**config.mk**
```make
export PLATFORM = sky130hd
export DESIGN_NAME = sat_accum_neuron_flat
export DESIGN_NICKNAME = d
export VERILOG_FILES = /design/src/rtl/sat_accum_neuron_if.sv /design/src/rtl/sat_accum_neuron.sv /design/src/flat_wrapper.sv
export SDC_FILE = /design/constraint.sdc
export NUM_CORES = 1
export LEC_CHECK = 0
export BUFFER_PORTS_ARGS = -buffer_cell sky130_fd_sc_hd__buf_2
export CORE_MARGIN = 1
export CORE_UTILIZATION = 50
export CTS_CLUSTER_DIAMETER = 120
export DETAILED_ROUTE_END_ITERATION = 10
export GPL_TIMING_DRIVEN = 0
export PLACE_DENSITY = 0.72
export SLEW_MARGIN = 0
export SYNTH_ARGS = -nofsm -noshare
export SYNTH_HDL_FRONTEND = slang
export SYNTH_SLANG_ARGS = --single-unit
export TNS_END_PERCENT = 20
```
**constraint.sdc**
```tcl
create_clock -name clk -period 4.25 [get_ports clk]
set_input_delay 0.2125 -clock clk [delete_from_list [all_inputs] [get_ports clk]]
set_output_delay 0.2125 -clock clk [all_outputs]
set_load 0.02 [all_outputs]
```
**src/rtl/sat_accum_neuron_if.sv**
```systemverilog
// Streaming handshake bundle for sat_accum_neuron: input beat channel and result channel.
interface sat_accum_neuron_if #(
    parameter int DATA_W = 8
) ();
    logic                     in_valid;
    logic                     in_ready;
    logic signed [DATA_W-1:0] in_data;
    logic                     in_last;
    logic                     out_valid;
    logic                     out_ready;
    logic signed [DATA_W-1:0] out_data;
    logic                     out_sat;

    modport master (
        output in_valid, in_data, in_last, out_ready,
        input  in_ready, out_valid, out_data, out_sat
    );

    modport slave (
        input  in_valid, in_data, in_last, out_ready,
        output in_ready, out_valid, out_data, out_sat
    );
endinterface

```
**src/rtl/sat_accum_neuron.sv**
```systemverilog
// Accumulates up to N_IN signed beats plus a bias, then emits a saturated (optionally
// ReLU-clipped) DATA_W-bit result held until the consumer takes it.
module sat_accum_neuron #(
    parameter int DATA_W = 8,
    parameter int N_IN   = 8,
    parameter int ACC_W  = 12
) (
    input  logic                     clk,
    input  logic                     rst,
    input  logic signed [DATA_W-1:0] bias,
    input  logic                     relu_en,
    sat_accum_neuron_if.slave        io,
    output logic                     busy
);
    localparam int CNT_W = $clog2(N_IN + 1);
    localparam logic signed [ACC_W-1:0] MAX_S = ACC_W'((1 << (DATA_W - 1)) - 1);
    localparam logic signed [ACC_W-1:0] MIN_S = ~MAX_S;

    typedef enum logic [1:0] {IDLE, ACC, HOLD} state_t;

    state_t                    state_q, state_d;
    logic signed [ACC_W-1:0]   acc_q, acc_d;
    logic        [CNT_W-1:0]   cnt_q, cnt_d;
    logic signed [DATA_W-1:0]  out_data_q, out_data_d;
    logic                      out_sat_q, out_sat_d;

    logic                      accept;
    logic                      is_final;
    logic signed [ACC_W-1:0]   acc_base;
    logic signed [ACC_W-1:0]   sum;
    logic        [CNT_W-1:0]   cnt_inc;
    logic        [DATA_W:0]    result;

    function automatic logic signed [ACC_W-1:0] sext(input logic signed [DATA_W-1:0] x);
        return {{(ACC_W - DATA_W){x[DATA_W-1]}}, x};
    endfunction

    // Returns {sat_flag, data}; ReLU is applied after clamping and clears the flag.
    function automatic logic [DATA_W:0] sat_relu(input logic signed [ACC_W-1:0] s,
                                                 input logic relu);
        logic [DATA_W-1:0] d;
        logic              f;
        if (s > MAX_S) begin
            d = {1'b0, {(DATA_W - 1){1'b1}}};
            f = 1'b1;
        end else if (s < MIN_S) begin
            d = {1'b1, {(DATA_W - 1){1'b0}}};
            f = 1'b1;
        end else begin
            d = s[DATA_W-1:0];
            f = 1'b0;
        end
        if (relu && d[DATA_W-1]) begin
            d = '0;
            f = 1'b0;
        end
        return {f, d};
    endfunction

    always_comb begin
        state_d    = state_q;
        acc_d      = acc_q;
        cnt_d      = cnt_q;
        out_data_d = out_data_q;
        out_sat_d  = out_sat_q;

        accept   = io.in_valid && (state_q != HOLD);
        acc_base = (state_q == IDLE) ? sext(bias) : acc_q;
        sum      = acc_base + sext(io.in_data);
        cnt_inc  = ((state_q == IDLE) ? CNT_W'(0) : cnt_q) + CNT_W'(1);
        is_final = io.in_last || (cnt_inc == CNT_W'(N_IN));
        result   = sat_relu(sum, relu_en);

        case (state_q)
            IDLE, ACC: begin
                if (accept) begin
                    acc_d = sum;
                    cnt_d = cnt_inc;
                    if (is_final) begin
                        state_d    = HOLD;
                        out_sat_d  = result[DATA_W];
                        out_data_d = result[DATA_W-1:0];
                    end else begin
                        state_d = ACC;
                    end
                end
            end
            HOLD: begin
                // Result consumed: clear the working registers for the next vector.
                if (io.out_ready) begin
                    state_d = IDLE;
                    acc_d   = '0;
                    cnt_d   = '0;
                end
            end
            default: state_d = IDLE;
        endcase
    end

    always_ff @(posedge clk or posedge rst) begin
        if (rst) begin
            state_q    <= IDLE;
            acc_q      <= '0;
            cnt_q      <= '0;
            out_data_q <= '0;
            out_sat_q  <= 1'b0;
        end else begin
            state_q    <= state_d;
            acc_q      <= acc_d;
            cnt_q      <= cnt_d;
            out_data_q <= out_data_d;
            out_sat_q  <= out_sat_d;
        end
    end

    assign io.in_ready  = (state_q != HOLD);
    assign io.out_valid = (state_q == HOLD);
    assign io.out_data  = out_data_q;
    assign io.out_sat   = out_sat_q;
    assign busy         = (state_q == ACC) || (state_q == HOLD);
endmodule

```
**src/flat_wrapper.sv**
```systemverilog
// flat-port wrapper written by rule: the top's interface ports become plain ports
module sat_accum_neuron_flat 
#(
    parameter int DATA_W = 8,
    parameter int N_IN   = 8,
    parameter int ACC_W  = 12
)
  (clk, rst, bias, relu_en, busy, io_in_valid, io_in_data, io_in_last, io_out_ready, io_in_ready, io_out_valid, io_out_data, io_out_sat);
  sat_accum_neuron_if #(.DATA_W(DATA_W)) io_i ();
  input  logic clk;
  input  logic rst;
  input  logic signed [DATA_W-1:0] bias;
  input  logic relu_en;
  output logic busy;
  input wire logic [$bits(io_i.in_valid)-1:0] io_in_valid;
  input wire logic [$bits(io_i.in_data)-1:0] io_in_data;
  input wire logic [$bits(io_i.in_last)-1:0] io_in_last;
  input wire logic [$bits(io_i.out_ready)-1:0] io_out_ready;
  output wire logic [$bits(io_i.in_ready)-1:0] io_in_ready;
  output wire logic [$bits(io_i.out_valid)-1:0] io_out_valid;
  output wire logic [$bits(io_i.out_data)-1:0] io_out_data;
  output wire logic [$bits(io_i.out_sat)-1:0] io_out_sat;
  assign io_i.in_valid = io_in_valid;
  assign io_i.in_data = io_in_data;
  assign io_i.in_last = io_in_last;
  assign io_i.out_ready = io_out_ready;
  assign io_in_ready = io_i.in_ready;
  assign io_out_valid = io_i.out_valid;
  assign io_out_data = io_i.out_data;
  assign io_out_sat = io_i.out_sat;
  sat_accum_neuron #(.DATA_W(DATA_W), .N_IN(N_IN), .ACC_W(ACC_W)) u_core (.clk(clk), .rst(rst), .bias(bias), .relu_en(relu_en), .io(io_i), .busy(busy));
endmodule
```
==> results.yml, run 1 <==
final_layout:
  seq_area_um2: 676
  areaGrowthSynthToFinish_pct: 14.1
  fin_nets: 283
  drive_above_1_share_pct: 23.6
  final_util_pct: 60.5
  final_cells: 290
  fillers: 357
  diodes: 0
  multi_input_area_mm2: 0.00122
sta:
  final_max_slew_viol_count: 0
  rsz0062_at_grt: "false"
  worstMarginPinSlew_ns: 1.03
  finalHoldViolations: 0
  fmaxAchievable_mhz: 249
  finalCritPeriodShare_pct: 94.7
  hold_ws_ns: 0.168
  slew_headroom_pct: 30.9
  setup_viol: 0
  final.setup_skew_ns: 0.00222
  setup_ws_ns: 0.226
  period_minus_slack_ns: 4.02
floorplan:
  pin_count: 34
  die_w_um: 64.8
  coreArea_mm2: 0.00372
  die-area_mm2: 0.00420
  initial_utilization_pct: 53.1
  rows: 22
  die_h_um: 64.8
clocking:
  insertion_delay_ns: 0.28
  cts.sinks: 27
  cts-root-buf: "clkbuf_8"
  path_clk_slew_ns: 0.09
  cts_buffers: 3
  clk_path_buf_depth: 2
  cts_hold_buf: 0
  cts_tree: "built"
  htree_levels: 1
yosys:
  yosys.area.top_type: "dfrtp_1"
  synth-seq-area-share_pct: 34.3
  synth.distinct_cells: 49
  syn_area_mm2: 0.00197
  syn_nets: 246
  yosysTopAreaCellShare_pct: 34.3
  yosysWarnings: 0
  synth_edf_count: 0
  synth_cells: 206
  yosysMostFrequentCell: "dfrtp_1"
  synthArstFlopShare_pct: 100
  synth_common_cells: "27 x dfrtp_1, 22 x nand2_1, 17 x ha_1"
  ys_top_cells_by_area: "dfrtp_1 34%, ha_1 11%, xnor2_1 4.9%"
  synthFlopType: "dfrtp_1"
  ys_ff_latch: 27
  avgSynthCellArea_um2: 9.57
drt:
  drc: 0
  routedWlPerCell_um: 15.2
  drt-initial-drc-count: 127
  ant_nets: 0
  wl_um: 4410
  vias: 1652
  post_drt_via_cell_ratio: 5.70
  first_pass_iters: 4
grt:
  grt_pass1_wl_um: 7280
  grt_overflow: 0
  antenna_found_initial: 0
  grt_max_degree: 28
  first_global_vias: 1549
  grtUsageTotal_pct: 22.9
placed_design:
  place.port_buffers: 33
  dp_cells: 287
  place.gp.congestion: 0.791
  pre_cts_slack_ns: -0.226
  hpwl_um: 3310
critical_path:
  path_cells: "inv_1, ha_2, buf_2, mux2_2, ha_1, inv_1, fa_1, nor2b_4, or2_1, a221o_2, o31ai_4, xnor2_2, o41ai_4, a22oi_1"
  worst-path-buf-inv: 3
  cp_common_cell: "inv_1"
  cp-end-kind: "register"
  crit_required_ns: 4.37
  r2r_cells: 14
  path_depth: 14
  cp-start-kind: "register"
  worst_path_largest_cell_delay_ns: 0.63
  worstPathArrival_ns: 4.15
  crit_slowest_cell: "o41ai_4"
  path_class: "reg2reg"
  path_max_fanout: 11
  cp_top_family: "compound AO/OA/AOI/OAI gates"
power_and_ir_drop:
  swShare_pct: 48.2
  pwr-share-seq_pct: 21.8
  pwr-share-comb_pct: 70.6
  power.density_mw_per_mm2: 869
  internal-power_mw: 1.01
  finalPower_mw: 1.95
  clkPwrFrac_pct: 7.6
  vdd_drop_max_uv: 384
  p_switching_mw: 0.941
  power_leakage_nw: 1.10
job:
  maxCapViolCount: 0
status:
  status: "complete, no violations"
min_path:
  hp-class: "in2async"
-- final timing paths --
check / startpoint / to / slack [ns]
worst max-delay path: u_core.state_q[0]$_DFFE_PP0P_ / u_core.io.out_data[0]$_DFFE_PP0P_ / 0.23
worst min-delay path: rst / u_core.acc_q[0]$_DFFE_PP0P_ / 0.17
worst max register to register: u_core.state_q[0]$_DFFE_PP0P_ / u_core.io.out_data[0]$_DFFE_PP0P_ / 0.23
worst min register to register: u_core.acc_q[11]$_DFFE_PP0P_ / u_core.acc_q[11]$_DFFE_PP0P_ / 0.48
max in group asynchronous: rst / u_core.cnt_q[2]$_DFFE_PP0P_ / 3.46
min in group clk: relu_en / u_core.io.out_data[7]$_DFFE_PP0P_ / 0.25
-- cells by family (layout without fill, tap and decap cells) --
kind of cell | Yosys count | after routing | synth area share (%)
compound gates | 66 | 66 | 25.4
simple gates | 50 | 50 | 13.0
flops | 27 | 27 | 34.3
buf+inv | 23 | 59 | 4.38
fa+ha+maj | 18 | 18 | 11.8
xor+xnor | 14 | 14 | 6.60
mux | 8 | 8 | 4.51
-- power groups by stage --
stage	Sequential [mW]	Combinational, mW	Clock (mW)
global placement	0.426	1.34	0
detailed placement	0.429	1.36	0
floorplan	0.445	1.05	0
finish	0.425	1.38	0.149
CTS	0.425	1.37	0.151
global route	0.438	1.53	0.161
-- state kept, by name, indices dropped and copies added, names as in the netlist --
name and cells:
u_core.acc_q 12, u_core.io.out_data 8, u_core.cnt_q 4, u_core.state_q 2, u_core.io.out_sat 1
-- layout by cell type, fill, tap and decap left out, drive strengths merged, types with 2 or more instances in the layout --
master / count
a21o: 3
a21oi: 12
a22o: 11
a22oi: 7
and2: 2
and3: 2
and4: 2
buf: 35
clkbuf: 8
dfrtp: 27
ha: 17
inv: 16
mux2: 7
nand2: 22
nand2b: 3
nor2: 6
nor2b: 4
nor3: 2
nor3b: 2
o211ai: 2
o21ai: 16
o41ai: 2
or2: 2
or3: 2
xnor2: 12
xor2: 2
-- what timing repair did --
action                     in CTS  in global routing
pin swaps                       0                  0
setup endpoints to repair       8                  8
setup buffers                   0                  0
gates resized for setup         1                  2
-- metal layers --
layer  global-route usage [%]  vias up  share of wire [%]
li1                         -      817                  -
met1                     32.2      799                 49
met2                     37.0       32                 47
met3                     3.87        4                3.0
met4                     4.44        0               0.84
met5                        0        -                  0
-- stage by stage --
step                      setup TNS, ns  instance area, um2
after floorplan                       0                1970
after global placement            -1.51                2200
after detailed placement          -1.69                2200
after CTS                             0                2240
after global routing                  0                2250
final                                 0                2250
-- area by class of cell --
type / instances / share of cell area, %
Buffer: 6 / 1.06
Multi-Input combinational cell: 156 / 54.2
Clock buffer: 4 / 2.00
Timing Repair Buffer: 33 / 7.34
Sequential cell: 27 / 30.0
Tap cell: 48 / 2.67
Inverter: 16 / 2.67
Note: power is estimated with default switching activity, not from simulation.
==> run 2: changes to the inputs <==
CORE_ASPECT_RATIO = 1.4   (was not set)
==> results.yml, run 2 (synthesis results as in run 1) <==
status:
  status: "complete, no violations"
critical_path:
  worstPathArrival_ns: 4.09
  path_cells: "inv_1, ha_1, clkbuf_2, clkbuf_4, mux2_2, ha_1, inv_1, fa_1, nor2b_4, o2111ai_1, and4_1, or3_2, o41ai_4, buf_4, o221ai_2"
  path_class: "reg2reg"
  cp-end-kind: "register"
  path_max_fanout: 10
  cp-start-kind: "register"
  crit_required_ns: 4.40
  worst-path-buf-inv: 5
  cp_top_family: "buffers and inverters"
  crit_start: "u_core.state_q[0]$_DFFE_PP0P_"
  worst_path_largest_cell_delay_ns: 0.55
  r2r_start: "u_core.state_q[0]$_DFFE_PP0P_"
  crit_slowest_cell: "or3_2"
min_path:
  hp-class: "in2async"
grt:
  grtUsageTotal_pct: 23.3
  antenna_found_initial: 0
  first_global_vias: 1598
  grt_overflow: 0
  grt_max_degree: 28
  grt_pass1_wl_um: 7200
final_layout:
  largest_reg_flops: 12
  fin_area_mm2: 0.00226
  areaGrowthSynthToFinish_pct: 14.5
  mostFrequentLayoutCell: "buf_2"
  top_register: "u_core.acc_q"
  fillers: 349
  drive_above_1_share_pct: 24.1
  fin_nets: 286
  final_cells: 287
  final_util_pct: 60.9
  diodes: 0
  final_cell_mix: "33 x buf_2, 27 x dfrtp_1, 22 x nand2_1"
placed_design:
  place.gp.congestion: 0.756
  hpwl_um: 3410
  place.port_buffers: 33
  dp_cells: 281
  place_area_mm2: 0.00219
drt:
  wl_um: 4300
  routedWlPerCell_um: 15.0
  ant_nets: 0
  post_drt_via_cell_ratio: 5.67
  drt-initial-drc-count: 40
  vias: 1626
  first_pass_iters: 4
  drc: 0
floorplan:
  die_w_um: 55.1
  pin_count: 34
  die_h_um: 76.3
  die-area_mm2: 0.00420
  initial_utilization_pct: 53.2
  rows: 26
  coreArea_mm2: 0.00371
power_and_ir_drop:
  power_leakage_nw: 1.11
  power.density_mw_per_mm2: 872
  vdd_drop_max_uv: 605
sta:
  finalCritPeriodShare_pct: 92.9
  period_minus_slack_ns: 3.95
  worstMarginPinSlew_ns: 0.997
  final.setup_skew_ns: 0.00542
  finalHoldViolations: 0
  finalSetupTns_ns: 0
  setup_viol: 0
  fmaxAchievable_mhz: 253
  rsz0062_at_grt: "false"
  slew_headroom_pct: 33.5
  final_max_slew_viol_count: 0
clocking:
  cts_tree: "built"
  cts_buffers: 3
  htree_levels: 1
  cts-root-buf: "clkbuf_8"
  cts.sinks: 27
  insertion_delay_ns: 0.27
  clk_path_buf_depth: 2
  cts_hold_buf: 0
  path_clk_slew_ns: 0.09
job:
  maxCapViolCount: 0
## run 2: report_power, final
group	internal (mW)	switching [mW]
sequential	0.363	0.0626
clock	0.0665	0.0793
combinational	0.602	0.795
total	1.03	0.937
## run 2: worst register-to-register path, stage by stage, from the launching register on
cell	delay, ns
dfrtp_1	0.41
inv_1	0.09
ha_1	0.18
clkbuf_2	0.27
clkbuf_4	0.29
mux2_2	0.18
ha_1	0.22
inv_1	0.07
fa_1	0.44
nor2b_4	0.14
o2111ai_1	0.15
and4_1	0.18
or3_2	0.55
o41ai_4	0.34
buf_4	0.21
o221ai_2	0.10
## run 2: final cells by class
cell class | count | area [um2] | area share (%)
Buffer | 7 | 31.3 | 1.39
Clock buffer | 3 | 41.3 | 1.83
Clock inverter | 1 | 7.51 | 0.332
Inverter | 16 | 60.1 | 2.66
Multi-Input combinational cell | 156 | 1210 | 53.6
Sequential cell | 27 | 676 | 29.9
Tap cell | 42 | 52.6 | 2.33
Timing Repair Buffer | 35 | 180 | 7.98
## run 2: what timing repair did
action / CTS / global route
setup endpoints to repair: 8 / 8
pin swaps: 0 / 2
resized for setup: 2 / 1
setup buffers: 0 / 2
## run 2: metrics by stage
stage          setup slack, ns  power, mW  hold slack, ns
3_5_place_dp            -0.306       1.80           0.470
3_3_place_gp            -0.258       1.77           0.464
6_report                 0.301       1.97           0.155
2_1_floorplan            0.465       1.50           0.265
5_1_grt                 0.0140       2.16           0.261
4_1_cts                 0.0695       1.95           0.204
## run 2: path summary, 6_finish.rpt
| path | to | slack (ns) | cells past startpoint |
|---|---|---|---|
| max reg2reg | u_core.io.out_sat$_DFFE_PP0P_ | 0.30 | 15 |
| max | u_core.io.out_sat$_DFFE_PP0P_ | 0.30 | 15 |
| min in group clk | u_core.io.out_data[7]$_DFFE_PP0P_ | 0.28 | 3 |
| min reg2reg | u_core.acc_q[9]$_DFFE_PP0P_ | 0.49 | 2 |
| max in group asynchronous | u_core.cnt_q[3]$_DFFE_PP0P_ | 3.48 | 2 |
| min | u_core.acc_q[0]$_DFFE_PP0P_ | 0.15 | 2 |
## run 2: per-layer routing
metal | track usage [%] | vias to the layer above | part of all wire, %
met1 | 30.5 | 774 | 45
met2 | 38.9 | 25 | 51
li1 | - | 820 | -
met4 | 7.25 | 0 | 1.5
met5 | 0 | - | 0
met3 | 2.00 | 7 | 2.2
==> run 3: changes to the inputs <==
PLACE_DENSITY = 0.81   (was 0.72)
==> results.yml, run 3 (synthesis results as in run 1) <==
final_layout:
  areaGrowthSynthToFinish_pct: 14.3
  fillers: 335
  final_cells: 287
  mostFrequentLayoutCell: "buf_2"
  final_cell_mix: "33 x buf_2, 27 x dfrtp_1, 22 x nand2_1"
  seq_area_um2: 676
  drive_above_1_share_pct: 23.7
  diodes: 0
  top_register: "u_core.acc_q"
  fin_nets: 286
  fin_area_mm2: 0.00225
  multi_input_area_mm2: 0.00121
  largest_reg_flops: 12
  final_util_pct: 60.8
grt:
  grt_pass1_wl_um: 7470
  first_global_vias: 1671
  antenna_found_initial: 0
  grtUsageTotal_pct: 23.5
  grt_overflow: 0
  grt_max_degree: 28
drt:
  routedWlPerCell_um: 15.4
  post_drt_via_cell_ratio: 5.81
  ant_nets: 0
  drc: 0
  drt-initial-drc-count: 37
  vias: 1668
  first_pass_iters: 4
  wl_um: 4430
power_and_ir_drop:
  finalPower_mw: 1.97
  power_leakage_nw: 1.11
  power.density_mw_per_mm2: 875
  vdd_drop_max_uv: 552
critical_path:
  cp-end-kind: "register"
  worstPathArrival_ns: 4.05
  reg2reg_slack_ns: 0.34
  path_class: "reg2reg"
  path_max_fanout: 10
  cp-start-kind: "register"
  crit_required_ns: 4.39
  crit_start: "u_core.state_q[0]$_DFFE_PP0P_"
  r2r_start: "u_core.state_q[0]$_DFFE_PP0P_"
floorplan:
  coreArea_mm2: 0.00371
  die_w_um: 55.1
  pin_count: 34
  rows: 26
  initial_utilization_pct: 53.2
  die_h_um: 76.3
  die-area_mm2: 0.00420
placed_design:
  place_area_mm2: 0.00219
  pre_cts_slack_ns: -0.273
  dp_cells: 281
  hpwl_um: 3390
  place.port_buffers: 33
  place.gp.congestion: 0.763
status:
  status: "complete, no violations"
sta:
  worstMarginPinSlew_ns: 1.02
  finalHoldViolations: 0
  final.setup_skew_ns: 0.00333
  rsz0062_at_grt: "false"
  fmaxAchievable_mhz: 256
  slew_headroom_pct: 31.9
  finalCritPeriodShare_pct: 92.0
  final_max_slew_viol_count: 0
  setup_viol: 0
  period_minus_slack_ns: 3.91
  setup_ws_ns: 0.341
clocking:
  cts.sinks: 27
  path_clk_slew_ns: 0.09
  cts-root-buf: "clkbuf_8"
  clk_path_buf_depth: 2
  htree_levels: 1
  insertion_delay_ns: 0.27
  cts_buffers: 3
  cts_tree: "built"
job:
  maxCapViolCount: 0
min_path:
  hp-class: "in2async"
run 3: critical path: stages, from the launching register on:
cell       delay, ns
dfrtp_1         0.41
inv_1           0.08
ha_1            0.17
clkbuf_2        0.27
clkbuf_4        0.29
mux2_2          0.18
ha_1            0.21
inv_1           0.07
fa_1            0.45
nor2b_4         0.14
o2111ai_1       0.15
and4_1          0.18
or3_2           0.55
o41ai_4         0.33
buf_4           0.21
o221ai_2        0.09
run 3: repair_timing:
item                                    in CTS  in global routing
hold buffers                                 0                  0
gates resized for setup                      2                  1
setup buffers                                0                  2
endpoints found under the setup margin       8                  8
hold endpoints to repair                     0                  0
pin swaps                                    0                  2
run 3: metrics by stage:
stage	setup TNS, ns	hold slack (ns)
2_1_floorplan	0	0.265
3_3_place_gp	-1.62	0.460
3_5_place_dp	-2.09	0.476
4_1_cts	0	0.208
5_1_grt	0	0.270
6_report	0	0.170
run 3: power breakdown:
group,internal [mW],switching (mW),total [mW]
Clock,0.0671,0.0781,0.145
Sequential,0.363,0.0652,0.428
Combinational,0.602,0.798,1.40
run 3: path summary, 6_finish.rpt:
| check | endpoint | depth (start not counted) |
|---|---|---|
| min in group clk | u_core.io.out_data[7]$_DFFE_PP0P_ | 3 |
| worst min register to register | u_core.acc_q[11]$_DFFE_PP0P_ | 2 |
| max in group asynchronous | u_core.cnt_q[2]$_DFFE_PP0P_ | 2 |
| worst min-delay path | u_core.acc_q[0]$_DFFE_PP0P_ | 2 |
| worst max register to register | u_core.io.out_sat$_DFFE_PP0P_ | 15 |
| worst max-delay path | u_core.io.out_sat$_DFFE_PP0P_ | 15 |
run 3: final cells by class:
class	instances	share of cell area [%]
buffer	7	1.39
clock buffer	4	2.00
inverter	16	2.66
multi-input combinational	156	53.7
sequential	27	30.0
tap	42	2.33
timing repair buffer	35	7.99
run 3: per-layer routing:
layer  wire length, um  share of wire [%]  GRT usage [%]  vias up
met1              1960                 44           29.7      803
li1                  -                  -              -      824
met5                 0                  0              0        -
met2              2280                 52           41.4       39
met4                34               0.77           6.00        0
met3               155                3.5           1.20        2
